==> src/rtl/riscv_pkg.sv <==
// Shared RV32 definitions for the front end: word width, the canonical NOP
// and the fetch fault-cause codes.
package riscv_pkg;

    localparam int          XLEN      = 32;
    localparam logic [31:0] NOP_INSTR = 32'h0000_0013;

    typedef enum logic [1:0] {
        FAULT_NONE     = 2'b00,
        FAULT_RANGE    = 2'b01,
        FAULT_MISALIGN = 2'b10
    } fault_e;

endpackage

==> src/rtl/fetch_stage_pc_gen.sv <==
// Next-PC selection for the fetch stage (redirect / sequential / hold) plus the
// alignment and range classification of the current PC. MISALIGN_TRAP_EN selects trapping.
module pc_gen
    import riscv_pkg::*;
#(
    parameter int IMEM_WORDS = 128
) (
    input  logic [XLEN-1:0] pc_i,
    input  logic            redirect_valid_i,
    input  logic [XLEN-1:0] redirect_pc_i,
    input  logic            load_i,
    output logic [XLEN-1:0] pc_next_o,
    output fault_e          fault_o
);

    localparam logic [XLEN:0] PC_LIMIT = (XLEN+1)'(IMEM_WORDS) * (XLEN+1)'(4);

    logic [XLEN-1:0] target_pc;
    logic            out_of_range;

    assign out_of_range = ({1'b0, pc_i} >= PC_LIMIT);

`ifdef MISALIGN_TRAP_EN
    // Keep the raw target so the next load can flag it; misalignment outranks range.
    assign target_pc = redirect_pc_i;

    always_comb begin
        fault_o = FAULT_NONE;
        if (pc_i[1:0] != 2'b00) begin
            fault_o = FAULT_MISALIGN;
        end else if (out_of_range) begin
            fault_o = FAULT_RANGE;
        end
    end
`else
    assign target_pc = redirect_pc_i & ~(XLEN'(3));

    always_comb begin
        fault_o = FAULT_NONE;
        if (out_of_range) begin
            fault_o = FAULT_RANGE;
        end
    end
`endif

    // A faulting PC never advances, so repeated loads re-report the same fault.
    always_comb begin
        pc_next_o = pc_i;
        if (redirect_valid_i) begin
            pc_next_o = target_pc;
        end else if (load_i && fault_o == FAULT_NONE) begin
            pc_next_o = pc_i + XLEN'(4);
        end
    end

endmodule

==> src/rtl/fetch_stage.sv <==
// Instruction fetch stage: PC register, IF/ID pipeline register with valid/ready
// handoff to decode, and accepted-entry counter. Optional macro: MISALIGN_TRAP_EN.
module fetch_stage
    import riscv_pkg::*;
#(
    parameter logic [31:0] RESET_PC   = 32'h0000_0000,
    parameter int          IMEM_WORDS = 128,
    parameter logic [31:0] NOP_INSTR  = riscv_pkg::NOP_INSTR
) (
    input  logic        clk,
    input  logic        reset,
    input  logic        fetch_en,
    input  logic        redirect_valid,
    input  logic [31:0] redirect_pc,
    output logic [31:0] imem_pc,
    input  logic [31:0] imem_rdata,
    output logic        if_valid,
    input  logic        id_ready,
    output logic [31:0] if_pc,
    output logic [31:0] if_instr,
    output logic [1:0]  if_fault_cause,
    output logic [31:0] fetch_count
);

    logic [XLEN-1:0] pc_q, pc_d;
    logic            if_valid_q, if_valid_d;
    logic [31:0]     if_pc_q, if_pc_d;
    logic [31:0]     if_instr_q, if_instr_d;
    fault_e          cause_q, cause_d;
    logic [31:0]     count_q, count_d;

    logic            accept;
    logic            load;
    fault_e          load_fault;

    assign accept = if_valid_q & id_ready;
    assign load   = !redirect_valid & fetch_en & (!if_valid_q | id_ready);

    pc_gen #(
        .IMEM_WORDS (IMEM_WORDS)
    ) u_pc_gen (
        .pc_i             (pc_q),
        .redirect_valid_i (redirect_valid),
        .redirect_pc_i    (redirect_pc),
        .load_i           (load),
        .pc_next_o        (pc_d),
        .fault_o          (load_fault)
    );

    always_comb begin
        if_valid_d = if_valid_q;
        if_pc_d    = if_pc_q;
        if_instr_d = if_instr_q;
        cause_d    = cause_q;
        // Acceptance is counted even when a redirect flushes the entry this cycle.
        count_d    = count_q + {31'b0, accept};

        if (redirect_valid) begin
            if_valid_d = 1'b0;
            if_instr_d = NOP_INSTR;
            cause_d    = FAULT_NONE;
        end else if (load) begin
            if_valid_d = 1'b1;
            if_pc_d    = pc_q;
            cause_d    = load_fault;
            if_instr_d = (load_fault == FAULT_NONE) ? imem_rdata : NOP_INSTR;
        end else if (accept) begin
            if_valid_d = 1'b0;
        end
    end

    always_ff @(posedge clk or posedge reset) begin
        if (reset) begin
            pc_q       <= RESET_PC;
            if_valid_q <= 1'b0;
            if_pc_q    <= '0;
            if_instr_q <= NOP_INSTR;
            cause_q    <= FAULT_NONE;
            count_q    <= '0;
        end else begin
            pc_q       <= pc_d;
            if_valid_q <= if_valid_d;
            if_pc_q    <= if_pc_d;
            if_instr_q <= if_instr_d;
            cause_q    <= cause_d;
            count_q    <= count_d;
        end
    end

    assign imem_pc        = pc_q;
    assign if_valid       = if_valid_q;
    assign if_pc          = if_pc_q;
    assign if_instr       = if_instr_q;
    assign if_fault_cause = cause_q;
    assign fetch_count    = count_q;

endmodule
==> config.mk <==
export PLATFORM = sky130hd
export DESIGN_NAME = fetch_stage
export DESIGN_NICKNAME = d
export VERILOG_FILES = /design/src/rtl/riscv_pkg.sv /design/src/rtl/fetch_stage_pc_gen.sv /design/src/rtl/fetch_stage.sv
export SDC_FILE = /design/constraint.sdc
export NUM_CORES = 1
export LEC_CHECK = 0
export CAP_MARGIN = 10
export CORE_AREA = 4 4 110 112
export DETAILED_ROUTE_END_ITERATION = 10
export DIE_AREA = 0 0 114 116
export PLACE_DENSITY = 0.84
export SLEW_MARGIN = 0
export SYNTH_ARGS = -nofsm -noshare
export SYNTH_HDL_FRONTEND = slang
export SYNTH_SLANG_ARGS = --single-unit
==> constraint.sdc <==
create_clock -name clk -period 7.5 [get_ports clk]
set_clock_uncertainty 0.15 [all_clocks]
set_input_delay 1.5 -clock clk [delete_from_list [all_inputs] [get_ports clk]]
set_output_delay 1.5 -clock clk [all_outputs]
set_load 0.02 [all_outputs]
==> reports/qor.txt <==
final worst setup slack -> 3811 ps
Worst slew margin -> 0.3817
FP Rows -> 39
area grow syn2layout -> 50.43%
post-synthesis async set-or-reset flop share -> 1.000
Initial Utilization -> 0.4576
clk buf depth -> 2
port bufs -> 192
met3 Use GR -> 0.1044
status -> completed
post-route clock period utilization -> 0.4919
leading area contributor after synthesis -> dfrtp_1
post-CTS setup buffer count -> 0
Ys Warns -> 0
initial antenna violation count -> 0
worst reg-to-reg setup slack -> 4930 ps
Final setup viols -> 0
met2 Track Usage GR -> 0.3329
Worst Hold Path EP -> fetch_count[31]
Worst Path Required -> 7630 ps
core area -> 11220 µm²
storage element area -> 3157 µm²
largest net degree at the start of global routing -> 70
Synth Cell Area -> 5136 µm²
Die W -> 114 µm
nets -> 654
GP Congestion -> 0.7898
Cells after Synth -> 382
vias per std cell -> 5.103
max-cap violation count -> 0
Finished Core Util -> 0.6884
Critical Path Fanout Max -> 5
Critical Path Sink Type -> flop
crit path launch type -> primary input
first-pass GRT wire length -> 21140 µm
Setup TNS Final -> 0 ps
clock latency on the worst-skew pair -> 410 ps
placed cell area -> 7151 µm²
Yosys top cell area share -> 0.5993
Die ar. -> 13220 µm²
Reg-to-Reg Start -> imem_pc[23]
register area share after synthesis -> 0.6146
grt met1 use -> 0.2399
Fin. Hold Viols -> 0
max-slew violations -> 0
hold wc startpoint -> fetch_count[31]
DR vias -> 3756
post-DP HPWL -> 9291 µm
PwrDens -> 251.1 nW/µm²
n_diodes -> 0
hold depth -> 1
root buffer cell -> clkbuf_16
GR peak layer -> met2
Tightest Pin Transition -> 927.4 ps
total gr overflow -> 0
Inserted Clock Buffers -> 17
post-DR wirelength/cell -> 17.85 µm
clock-pin slew on the worst setup and hold paths -> 50 ps
hold crit path type -> flop to flop
Fill cells -> 782
ranking of synthesized cells by area -> dfrtp_1 (60%), mux2_2 (12%), a22o_1 (4.9%)
vias in the first global route -> 4047
WP data arrival -> 3820 ps
First-pass DRT Iterations -> 4
pre-CTS setup slack -> 3348 ps
CTS tree -> yes
number of gates resized after cts -> 0
Design Area, Final -> 7726 µm²
Yosys cell types -> 38
Main synth FF type -> dfrtp_1
Post-synth EDFFs -> 0
Worst R2R Path Depth -> 5
synthesized flop and latch total -> 126
DRC viols -> 0
RSZ-0062 raised after global routing -> false
H-tree depth -> 4
GRT Total Usage -> 0.2054
cts hold-fix bufs -> 0
I/O Pins -> 200
fmax -> 0.2711 GHz
WL final -> 13140 µm
Synth Area per Inst -> 13.45 µm²
clock sink total -> 126
leakage -> 3.300 nW
post-route ant nets -> 0
Die Y -> 116 µm
peak supply drop -> 0.1728 mV
r2r endpoint -> imem_pc[3]
footprint of the multi-input gates -> 1832 µm²
min Tclk post-route -> 3689 ps
layout cells sized above 1 -> 0.1788
Detailed Route Iter0 Violations -> 213
critical path type -> primary input to flop
worst hold slack -> 326.7 ps
## critical path, stage by stage
cell and delay [ps]:
clkdlybuf4s50_1 480, and2_1 130, ha_1 190, nand4_1 160
nor4_1 730, and4_1 390, nand3_1 110, xnor2_1 130
## cell usage in the layout, fill, tap and decap left out, types with 10 or more instances in the layout
cell type,instances
nand2_1,18
clkdlybuf4s50_1,191
mux2_2,54
nor2_1,11
inv_1,10
dfrtp_1,123
xnor2_1,26
nand3_1,18
a22o_1,29
clkbuf_16,17
## power by group
part	leakage (nW)	total, mW	switching, mW	internal (mW)
sequential	1.60	0.800	0.0548	0.745
combinational	1.42	0.361	0.172	0.189
clock	0.274	0.779	0.287	0.492
## registers in the layout, indices dropped and copies added, names as in the netlist
signal / flops
fetch_count: 32
if_fault_cause: 1
if_instr: 32
if_pc: 30
if_valid: 1
imem_pc: 30
## cells in the mapped netlist, types with 5 or more instances
library cell,n
dfrtp_1,123
mux2_2,54
a22o_1,29
xnor2_1,26
nand2_1,18
nand3_1,18
nor2_1,12
inv_1,11
nor4_1,9
xor2_1,8
a21oi_1,7
buf_4,5
clkbuf_1,5
nand4_1,5
nor3_1,5
## per-layer routing
| layer | vias to the layer above | wire length, µm |
|---|---|---|
| met5 | - | 0 |
| met4 | 0 | 134 |
| met3 | 11 | 1502 |
| met2 | 149 | 6372 |
| met1 | 1848 | 5126 |
| li1 | 1748 | - |
## area by class of cell
| class | count | share of cell area |
|---|---|---|
| sequential | 126 | 0.4086 |
| timing repair buffer | 196 | 0.2525 |
| multi-input combinational | 229 | 0.2371 |
| clock buffer | 19 | 0.05733 |
| tap | 143 | 0.02316 |
| clock inverter | 12 | 0.01571 |
| inverter | 11 | 0.005668 |
## per-stage QoR
step / total power, mW / instances
final: 1.940 / 736
after global routing: 2.024 / 736
after CTS: 1.963 / 735
after detailed placement: 1.173 / 704
after global placement: 1.164 / 704
after floorplan: 0.9715 / 386
## cells by family (layout without fill, tap and decap cells)
| kind of cell | Yosys count | count (layout) | share of synthesized area |
|---|---|---|---|
| buffers and inverters | 31 | 238 | 0.03289 |
| AOI/OAI and AO/OA | 44 | 44 | 0.06602 |
| muxes | 54 | 54 | 0.1184 |
| other | 1 | 5 | 0.0007301 |
| adders and majority gates | 4 | 4 | 0.009745 |
| and+or+nand+nor | 87 | 87 | 0.09647 |
| xor gates and xnor gates | 35 | 35 | 0.06115 |
| DFF | 126 | 126 | 0.6146 |
## worst max path at each step
stage / start / end / slack, ps / depth (start not counted)
after floorplan: reset / fetch_count[0] / 2500 / 1
after global placement: id_ready / if_pc[26] / 3430 / 6
after detailed placement: id_ready / if_pc[27] / 3350 / 6
after CTS: id_ready / if_pc[9] / 3790 / 6
after global routing: id_ready / fetch_count[29] / 3670 / 8
final: id_ready / fetch_count[29] / 3810 / 8
Note: power is estimated with default switching activity, not from simulation.
